### src/rtl/apb_timer_rsp_pkg.sv
`default_nettype none
// ============================================================================
// Module   : apb_timer_rsp_pkg
// Purpose  : Shared definitions for the APB timer responder: register offsets,
//            CTRL field positions, the CTRL register struct, the APB wait-state
//            FSM encoding and a CTRL-to-bus-word helper.
// Ports    : none (package)
// Macros   : none
// Revision : 1.0 - initial release
// ============================================================================
package apb_timer_rsp_pkg;

    // Register offsets as decoded from paddr[3:2]
    localparam logic [1:0] c_reg_ctrl   = 2'd0;
    localparam logic [1:0] c_reg_cnt    = 2'd1;
    localparam logic [1:0] c_reg_cmp    = 2'd2;
    localparam logic [1:0] c_reg_status = 2'd3;

    // CTRL field positions within the 32-bit bus word
    localparam int c_ctrl_en_bit      = 0;
    localparam int c_ctrl_oneshot_bit = 1;
    localparam int c_ctrl_irq_en_bit  = 2;
    localparam int c_ctrl_presc_lsb   = 8;
    localparam int c_ctrl_presc_msb   = 15;

    // STATUS field position
    localparam int c_status_match_bit = 0;

    typedef struct packed {
        logic [7:0] presc;
        logic       irq_en;
        logic       oneshot;
        logic       en;
    } ctrl_t;

    typedef enum logic [1:0] {
        ST_IDLE   = 2'd0,
        ST_SETUP  = 2'd1,
        ST_ACCESS = 2'd2
    } apb_state_e;

    // Place the CTRL fields at their bus positions; unused bits read 0.
    function automatic logic [31:0] ctrl_to_word(input ctrl_t c);
        logic [31:0] w;
        w                                     = '0;
        w[c_ctrl_en_bit]                      = c.en;
        w[c_ctrl_oneshot_bit]                 = c.oneshot;
        w[c_ctrl_irq_en_bit]                  = c.irq_en;
        w[c_ctrl_presc_msb:c_ctrl_presc_lsb]  = c.presc;
        return w;
    endfunction

endpackage
`default_nettype wire

### src/rtl/apb_timer_rsp_if.sv
`default_nettype none
// ============================================================================
// Module   : apb_timer_rsp_if
// Purpose  : APB3 bus bundle between a requester (master) and the timer
//            responder (slave).
// Ports    : psel, penable, pwrite, paddr[ADDR_WIDTH-1:0], pwdata[31:0]
//            (master -> slave); prdata[31:0], pready, pslverr (slave -> master)
// Macros   : none
// Revision : 1.0 - initial release
// ============================================================================
interface apb_timer_rsp_if #(
    parameter int ADDR_WIDTH = 12
);
    logic                  psel;
    logic                  penable;
    logic                  pwrite;
    logic [ADDR_WIDTH-1:0] paddr;
    logic [31:0]           pwdata;
    logic [31:0]           prdata;
    logic                  pready;
    logic                  pslverr;

    modport master (
        output psel, penable, pwrite, paddr, pwdata,
        input  prdata, pready, pslverr
    );

    modport slave (
        input  psel, penable, pwrite, paddr, pwdata,
        output prdata, pready, pslverr
    );
endinterface
`default_nettype wire

### src/rtl/apb_timer_rsp_cntr.sv
`default_nettype none
// ============================================================================
// Module   : apb_timer_rsp_cntr
// Purpose  : Prescaler, 32-bit counter, compare register and match detection
//            for the APB timer responder.
// Ports    : clk, reset_n       - clock, asynchronous active-low reset
//            en_i, oneshot_i    - CTRL.EN / CTRL.ONESHOT
//            presc_i[7:0]       - CTRL.PRESC
//            ctrl_we_i          - CTRL write strobe (restarts the prescaler)
//            cnt_we_i, cmp_we_i - CNT / CMP write strobes
//            wdata_i[31:0]      - write data
//            cnt_o, cmp_o       - current CNT / CMP register values
//            match_set_o        - tick with CNT == CMP this cycle
//            en_clr_o           - one-shot match: clear CTRL.EN
// Macros   : none
// Revision : 1.0 - initial release
// ============================================================================
module apb_timer_rsp_cntr (
    input  wire         clk,
    input  wire         reset_n,
    input  wire         en_i,
    input  wire         oneshot_i,
    input  wire  [7:0]  presc_i,
    input  wire         ctrl_we_i,
    input  wire         cnt_we_i,
    input  wire         cmp_we_i,
    input  wire  [31:0] wdata_i,
    output logic [31:0] cnt_o,
    output logic [31:0] cmp_o,
    output logic        match_set_o,
    output logic        en_clr_o
);

    logic [7:0]  pcnt_q, pcnt_d;
    logic [31:0] cnt_q, cnt_d;
    logic [31:0] cmp_q, cmp_d;
    logic        tick;
    logic        hit;

    assign tick = en_i && (pcnt_q == presc_i);
    assign hit  = tick && (cnt_q == cmp_q);

    always_comb begin
        pcnt_d = pcnt_q;
        if (en_i) begin
            pcnt_d = tick ? 8'd0 : pcnt_q + 8'd1;
        end
        // Any CTRL write restarts the prescale period from zero.
        if (ctrl_we_i) begin
            pcnt_d = 8'd0;
        end
    end

    always_comb begin
        cnt_d = cnt_q;
        if (hit) begin
            cnt_d = 32'd0;
        end else if (tick) begin
            cnt_d = cnt_q + 32'd1;
        end
        // A bus write to CNT overrides whatever the tick would have done.
        if (cnt_we_i) begin
            cnt_d = wdata_i;
        end
    end

    assign cmp_d = cmp_we_i ? wdata_i : cmp_q;

    always_ff @(posedge clk or negedge reset_n) begin
        if (!reset_n) begin
            pcnt_q <= 8'd0;
            cnt_q  <= 32'd0;
            cmp_q  <= 32'd0;
        end else begin
            pcnt_q <= pcnt_d;
            cnt_q  <= cnt_d;
            cmp_q  <= cmp_d;
        end
    end

    assign cnt_o       = cnt_q;
    assign cmp_o       = cmp_q;
    assign match_set_o = hit;
    assign en_clr_o    = hit && oneshot_i;

endmodule
`default_nettype wire

### src/rtl/apb_timer_rsp.sv
`default_nettype none
// ============================================================================
// Module   : apb_timer_rsp
// Purpose  : APB3 completer implementing a 32-bit prescaled timer with compare
//            match and a level interrupt. Holds the wait-state FSM, the CTRL
//            and STATUS registers, the readback mux and the irq flop.
// Ports    : clk      - clock, all logic on the rising edge
//            reset_n  - asynchronous active-low reset
//            apb      - APB3 slave modport (psel, penable, pwrite, paddr,
//                       pwdata, prdata, pready, pslverr)
//            irq      - registered level interrupt (MATCH & IRQ_EN)
// Params   : ADDR_WIDTH  - paddr width, only [3:2] decode the register map
//            WAIT_STATES - access cycles with pready low before completion
// Macros   : APB_TIMER_RSP_PSLVERR_EN - when defined, any access with a
//            nonzero paddr[ADDR_WIDTH-1:4] completes with pslverr, writes are
//            dropped and reads return 0; otherwise upper bits alias.
// Revision : 1.0 - initial release
// ============================================================================
module apb_timer_rsp
    import apb_timer_rsp_pkg::*;
#(
    parameter int ADDR_WIDTH  = 12,
    parameter int WAIT_STATES = 0
) (
    input  wire            clk,
    input  wire            reset_n,
    apb_timer_rsp_if.slave apb,
    output logic           irq
);

    localparam logic [2:0] c_wait_last = 3'(WAIT_STATES);

    apb_state_e  state_q;
    logic [2:0]  wcnt_q;

    ctrl_t       ctrl_q, ctrl_d;
    logic        match_q, match_d;

    logic        pready;
    logic        xfer_done;
    logic        addr_err;
    logic [1:0]  reg_sel;
    logic        wr_ok;
    logic        ctrl_we, cnt_we, cmp_we, status_we;
    logic [31:0] cnt_val, cmp_val;
    logic        match_set, en_clr;
    logic [31:0] rdata;
    logic        unused_addr_bits;

    // ------------------------------------------------------------------------
    // Wait-state FSM. The counter runs only in ACCESS; pready is decoded from
    // state and counter so it is high for exactly the last ACCESS cycle.
    // ------------------------------------------------------------------------
    always_ff @(posedge clk or negedge reset_n) begin
        if (!reset_n) begin
            state_q <= ST_IDLE;
            wcnt_q  <= 3'd0;
        end else begin
            case (state_q)
                ST_IDLE: begin
                    wcnt_q <= 3'd0;
                    if (apb.psel && !apb.penable) begin
                        state_q <= ST_SETUP;
                    end
                end
                ST_SETUP: begin
                    wcnt_q  <= 3'd0;
                    state_q <= ST_ACCESS;
                end
                ST_ACCESS: begin
                    if (!apb.psel || (wcnt_q == c_wait_last)) begin
                        state_q <= ST_IDLE;
                        wcnt_q  <= 3'd0;
                    end else begin
                        wcnt_q  <= wcnt_q + 3'd1;
                    end
                end
                default: begin
                    state_q <= ST_IDLE;
                    wcnt_q  <= 3'd0;
                end
            endcase
        end
    end

    assign pready    = (state_q == ST_ACCESS) && (wcnt_q == c_wait_last);
    assign xfer_done = apb.psel && apb.penable && pready;
    assign reg_sel   = apb.paddr[3:2];

`ifdef APB_TIMER_RSP_PSLVERR_EN
    assign addr_err = |apb.paddr[ADDR_WIDTH-1:4];
`else
    assign addr_err = 1'b0;
`endif

    // Byte-lane bits never decode; upper bits decode only with pslverr enabled.
    assign unused_addr_bits = ^{apb.paddr[ADDR_WIDTH-1:4], apb.paddr[1:0]};

    assign wr_ok     = xfer_done && apb.pwrite && !addr_err;
    assign ctrl_we   = wr_ok && (reg_sel == c_reg_ctrl);
    assign cnt_we    = wr_ok && (reg_sel == c_reg_cnt);
    assign cmp_we    = wr_ok && (reg_sel == c_reg_cmp);
    assign status_we = wr_ok && (reg_sel == c_reg_status);

    // ------------------------------------------------------------------------
    // Timer core
    // ------------------------------------------------------------------------
    apb_timer_rsp_cntr u_cntr (
        .clk         (clk),
        .reset_n     (reset_n),
        .en_i        (ctrl_q.en),
        .oneshot_i   (ctrl_q.oneshot),
        .presc_i     (ctrl_q.presc),
        .ctrl_we_i   (ctrl_we),
        .cnt_we_i    (cnt_we),
        .cmp_we_i    (cmp_we),
        .wdata_i     (apb.pwdata),
        .cnt_o       (cnt_val),
        .cmp_o       (cmp_val),
        .match_set_o (match_set),
        .en_clr_o    (en_clr)
    );

    // ------------------------------------------------------------------------
    // CTRL / STATUS next state
    // ------------------------------------------------------------------------
    always_comb begin
        ctrl_d = ctrl_q;
        if (ctrl_we) begin
            ctrl_d.en      = apb.pwdata[c_ctrl_en_bit];
            ctrl_d.oneshot = apb.pwdata[c_ctrl_oneshot_bit];
            ctrl_d.irq_en  = apb.pwdata[c_ctrl_irq_en_bit];
            ctrl_d.presc   = apb.pwdata[c_ctrl_presc_msb:c_ctrl_presc_lsb];
        end
        // A one-shot match always stops the timer, even over a same-cycle
        // CTRL write.
        if (en_clr) begin
            ctrl_d.en = 1'b0;
        end
    end

    always_comb begin
        match_d = match_q;
        if (status_we && apb.pwdata[c_status_match_bit]) begin
            match_d = 1'b0;
        end
        // A new match beats a simultaneous write-1-to-clear.
        if (match_set) begin
            match_d = 1'b1;
        end
    end

    always_ff @(posedge clk or negedge reset_n) begin
        if (!reset_n) begin
            ctrl_q  <= '0;
            match_q <= 1'b0;
            irq     <= 1'b0;
        end else begin
            ctrl_q  <= ctrl_d;
            match_q <= match_d;
            irq     <= match_q && ctrl_q.irq_en;
        end
    end

    // ------------------------------------------------------------------------
    // Readback: current register contents, only during the completion cycle.
    // ------------------------------------------------------------------------
    always_comb begin
        rdata = 32'd0;
        if (xfer_done && !addr_err) begin
            case (reg_sel)
                c_reg_ctrl:   rdata = ctrl_to_word(ctrl_q);
                c_reg_cnt:    rdata = cnt_val;
                c_reg_cmp:    rdata = cmp_val;
                c_reg_status: rdata = {31'd0, match_q};
                default:      rdata = 32'd0;
            endcase
        end
    end

    assign apb.prdata  = rdata;
    assign apb.pready  = pready;
    assign apb.pslverr = pready && addr_err;

endmodule
`default_nettype wire

### src/flat_wrapper.sv
// flat-port wrapper written by rule: the top's interface ports become plain ports
module apb_timer_rsp_flat import apb_timer_rsp_pkg::*;
#(
    parameter int ADDR_WIDTH  = 12,
    parameter int WAIT_STATES = 0
)
  (clk, reset_n, irq, apb_psel, apb_penable, apb_pwrite, apb_paddr, apb_pwdata, apb_prdata, apb_pready, apb_pslverr);
  apb_timer_rsp_if #(.ADDR_WIDTH(ADDR_WIDTH)) apb_i ();
  input  wire clk;
  input  wire reset_n;
  output logic irq;
  input wire logic [$bits(apb_i.psel)-1:0] apb_psel;
  input wire logic [$bits(apb_i.penable)-1:0] apb_penable;
  input wire logic [$bits(apb_i.pwrite)-1:0] apb_pwrite;
  input wire logic [$bits(apb_i.paddr)-1:0] apb_paddr;
  input wire logic [$bits(apb_i.pwdata)-1:0] apb_pwdata;
  output wire logic [$bits(apb_i.prdata)-1:0] apb_prdata;
  output wire logic [$bits(apb_i.pready)-1:0] apb_pready;
  output wire logic [$bits(apb_i.pslverr)-1:0] apb_pslverr;
  assign apb_i.psel = apb_psel;
  assign apb_i.penable = apb_penable;
  assign apb_i.pwrite = apb_pwrite;
  assign apb_i.paddr = apb_paddr;
  assign apb_i.pwdata = apb_pwdata;
  assign apb_prdata = apb_i.prdata;
  assign apb_pready = apb_i.pready;
  assign apb_pslverr = apb_i.pslverr;
  apb_timer_rsp #(.ADDR_WIDTH(ADDR_WIDTH), .WAIT_STATES(WAIT_STATES)) u_core (.clk(clk), .reset_n(reset_n), .apb(apb_i), .irq(irq));
endmodule
### config.mk
export PLATFORM = sky130hd
export DESIGN_NAME = apb_timer_rsp_flat
export DESIGN_NICKNAME = d
export VERILOG_FILES = /design/src/rtl/apb_timer_rsp_pkg.sv /design/src/rtl/apb_timer_rsp_if.sv /design/src/rtl/apb_timer_rsp_cntr.sv /design/src/rtl/apb_timer_rsp.sv /design/src/flat_wrapper.sv
export SDC_FILE = /design/constraint.sdc
export NUM_CORES = 1
export LEC_CHECK = 0
export BUFFER_PORTS_ARGS = -buffer_cell sky130_fd_sc_hd__clkbuf_2
export CAP_MARGIN = 10
export CELL_PAD_IN_SITES_DETAIL_PLACEMENT = 0
export CELL_PAD_IN_SITES_GLOBAL_PLACEMENT = 1
export CORE_MARGIN = 1.5
export CORE_UTILIZATION = 44
export DETAILED_ROUTE_END_ITERATION = 8
export GPL_TIMING_DRIVEN = 0
export PLACE_DENSITY = 0.84
export SLEW_MARGIN = 20
export SYNTH_ARGS = -nofsm -noshare
export SYNTH_HDL_FRONTEND = slang
export SYNTH_HIERARCHICAL = 1
export SYNTH_SLANG_ARGS = --single-unit
### constraint.sdc
create_clock -name clk -period 3 [get_ports clk]
set_clock_uncertainty 0.15 [all_clocks]
set_input_delay 0.45 -clock clk [delete_from_list [all_inputs] [get_ports clk]]
set_output_delay 0.45 -clock clk [all_outputs]
set_load 0.01 [all_outputs]
==> results_tabular.tex <==
\begin{tabular}{lr}
\hline
Metric & Value \\
\hline
\multicolumn{2}{l}{\textbf{Run status}} \\
Status & complete, no violations \\
\multicolumn{2}{l}{\textbf{Floorplan}} \\
IO Pins & 84 \\
Die outline height & 117 um \\
Core region area & 12700 um2 \\
Std cell rows & 41 \\
Floorplan die area & 13800 um2 \\
Die Width & 117 um \\
Initial standard-cell utilization of the core & 0.453 \\
\multicolumn{2}{l}{\textbf{Cells and area}} \\
Fin util & 0.521 \\
Fillers & 1224 \\
Layout cell share with drive strength beyond 1 & 0.265 \\
Syn-to-layout area delta & 14.9\% \\
NumNets Final & 747 \\
N\_diodes & 0 \\
\multicolumn{2}{l}{\textbf{Routing}} \\
Wire length reported by the detailed router & 17.6 mm \\
Vias/cell & 5.94 \\
Number of design-rule violations left by the first detailed-router iteration & 408 \\
Post-route DRC & 0 \\
Router iterations before antenna repair & 5 \\
Antenna Nets Post-Route & 0 \\
Via Count & 5165 \\
Routed length per placed instance & 20.3 um \\
\multicolumn{2}{l}{\textbf{Worst setup path}} \\
Cell-by-cell listing of the critical path & ha\_1 > nand2\_1 > nor4\_1 > nand3\_1 > or4\_1 > o31ai\_1 > a31o\_2 \\
Kind of end point of the critical path & register \\
Worst-path cell with the longest stage delay & nor4\_1 \\
CP Max Fanout & 5 \\
Longest individual stage delay on the worst path & 500 ps \\
Worst EP required & 3140 ps \\
Setup crit start kind & register \\
Signal arrival time at the worst endpoint & 2960 ps \\
Worst setup path class & register to register \\
\multicolumn{2}{l}{\textbf{Timing}} \\
Period Utilization, post-route & 0.939 \\
Worst-margin pin slew & 783 ps \\
Min cycle time layout & 2820 ps \\
Final setup fails & 0 \\
RSZ-0062 raised after global routing & false \\
Fin. Hold Viols & 0 \\
Final hold slack & 12.5 ps \\
Fmax & 355 MHz \\
Final-report max-slew violation count & 0 \\
Rel. slew slack & 0.475 \\
\multicolumn{2}{l}{\textbf{Synth}} \\
Cell variety after synth & 62 \\
Main area contributors after synthesis & dfrtp\_1 (39\%), mux2\_2 (8.2\%), xnor2\_1 (6.4\%) \\
Avg Cell Area, Syn & 9.35 um2 \\
Yosys top cell by area & dfrtp\_1 \\
Portion of synthesized cell area occupied by the leading cell type & 0.390 \\
Synth warnings & 6 \\
Synthesized cell area & 5770 um2 \\
Main flop type after synthesis & dfrtp\_1 \\
Library cell with the highest instance count after synthesis & dfrtp\_1 \\
Post-synth EDFFs & 0 \\
Count of mapped cells out of synthesis & 617 \\
Async set-or-reset flop fraction in the synthesized netlist & 1.00 \\
Sequential element share of the synthesized area & 0.390 \\
Commonest cells post-synth & dfrtp\_1 (90), nand2\_1 (50), mux2\_2 (42), xnor2\_1 (42), nor2\_1 (36) \\
Post-Syn Nets & 670 \\
Synth Register Bits & 90 \\
\multicolumn{2}{l}{\textbf{CTS}} \\
Post-CTS Repair Setup Buffers & 0 \\
TritonCTS Sinks & 90 \\
Total clock buffers created by CTS & 9 \\
Clock transition at path regs & 70 ps \\
Clock Latency Late Sink & 350 ps \\
Clock tree from TritonCTS & yes \\
Number of H-tree levels & 3 \\
Clock Root Buffer & clkbuf\_16 \\
Buffer levels on the longest clock path & 2 \\
\multicolumn{2}{l}{\textbf{Power}} \\
VDD IR-drop max & 0.260 mV \\
Lkg Pwr & 0.00294 uW \\
Power Density & 560 nW/um2 \\
\multicolumn{2}{l}{\textbf{Global routing}} \\
Overflow after GRT & 0 \\
Overall track demand over capacity in global routing & 0.261 \\
Via count of the first global-routing pass & 5011 \\
Pin count of the biggest net entering global routing & 91 \\
Initial antenna violation count & 0 \\
First-pass GRT wire length & 28.0 mm \\
\multicolumn{2}{l}{\textbf{Place}} \\
Half-perimeter wire length after placement & 12.9 mm \\
Global placer's final weighted congestion & 0.982 \\
IO buf count & 71 \\
\multicolumn{2}{l}{\textbf{Hold path}} \\
Class of the tightest hold or removal check & primary input to asynchronous set/reset pin \\
\multicolumn{2}{l}{\textbf{Flow run}} \\
Maximum Capacitance Violations & 0 \\
\hline
\end{tabular}
state kept, by name (all words and copies together), names as in the netlist:
register / flops
u_core/state_q: 2
u_core/u_cntr/cmp_o: 32
u_core/ctrl_q: 11
u_core/wcnt_q: 3
u_core/match_q: 1
u_core/u_cntr/cnt_o: 32
u_core/irq: 1
u_core/u_cntr/pcnt_q: 8
metal layers:
metal	track usage	up-vias	routed length, um
li1	-	2387	-
met1	0.370	2562	8150
met2	0.410	185	8180
met3	0.0334	31	941
met4	0.0945	0	374
met5	0	-	0
metrics by stage:
step	std cells	power [uW]	TNS [ps]	cell area (um2)	worst slack, ps
floorplan	617	2340	0	5770	661
global placement	860	2620	-1430	6340	-90.8
detailed placement	860	2660	-1820	6350	-114
CTS	875	3710	0	6630	34.1
global route	870	3900	0	6630	8.09
finish	870	3710	0	6630	182
timing repair:
item | in CTS | in global routing
endpoints found under the setup margin | 13 | 11
hold buffers | 0 | 0
resized for setup | 3 | 4
cells by family (layout without fill, tap and decap cells):
group | after synthesis | count (layout) | share of synthesized area
compound gates | 127 | 127 | 0.150
xor+xnor | 46 | 46 | 0.0698
flops | 90 | 90 | 0.390
other cells | 1 | 1 | 0.000650
buf+inv | 68 | 149 | 0.0549
fa+ha+maj | 4 | 4 | 0.00868
simple gates | 226 | 226 | 0.219
mux | 55 | 55 | 0.107
worst max-delay path: cells and delay by family (launching register included):
| family | cells | cell delay [ps] |
|---|---|---|
| adders and majority gates | 1 | 320 |
| DFF | 1 | 480 |
| AOI/OAI and AO/OA | 2 | 380 |
| and+or+nand+nor | 4 | 1420 |
path summary, 6_finish.rpt:
| kind | start | end | slack [ps] | depth (start not counted) |
|---|---|---|---|---|
| setup / recovery | u_core/u_cntr/cnt_o[0] | u_core/u_cntr/cnt_o[28] | 180 | 7 |
| min in group clk | apb_penable | u_core/state_q[0] | 140 | 2 |
| hold / removal | reset_n | u_core/wcnt_q[0] | 10 | 1 |
| hold reg to reg | u_core/wcnt_q[0] | u_core/wcnt_q[0] | 320 | 1 |
| max in group asynchronous | reset_n | u_core/u_cntr/cmp_o[18] | 2170 | 1 |
| setup reg to reg | u_core/u_cntr/cnt_o[0] | u_core/u_cntr/cnt_o[28] | 180 | 7 |
where the power goes:
part	internal, uW	leakage, uW	switching (uW)
clock	559	0.000126	484
combinational	517	0.00175	598
sequential	1360	0.00107	193
layout make-up:
type	instances	area (um2)	area share
Timing Repair Buffer	71	364	0.0549
Clock buffer	11	233	0.0351
Sequential cell	90	2250	0.340
Inverter	13	48.8	0.00736
Tap cell	172	215	0.0325
Clock inverter	4	30.0	0.00453
Multi-Input combinational cell	459	3230	0.488
Buffer	50	253	0.0381
placed cells by master, fill, tap and decap left out, types with 7 or more instances in the layout:
| cell | count |
|---|---|
| inv_1 | 13 |
| a31oi_1 | 7 |
| a21oi_1 | 35 |
| o21ai_0 | 15 |
| xnor2_1 | 41 |
| nand4_1 | 18 |
| nor4_1 | 10 |
| clkbuf_1 | 24 |
| nand2_1 | 50 |
| clkbuf_2 | 73 |
| nor3_1 | 11 |
| nor2b_1 | 7 |
| mux2_2 | 42 |
| or3_1 | 8 |
| a21o_1 | 9 |
| a22oi_1 | 21 |
| nand3_1 | 22 |
| buf_2 | 14 |
| or2_2 | 14 |
| nor2_1 | 36 |
| dfrtp_1 | 90 |
| and3_1 | 9 |
| a2bb2oi_1 | 18 |
| mux2i_1 | 12 |
| clkbuf_16 | 9 |
| or4_1 | 10 |
No activity file was read; power rests on OpenSTA's default activity.
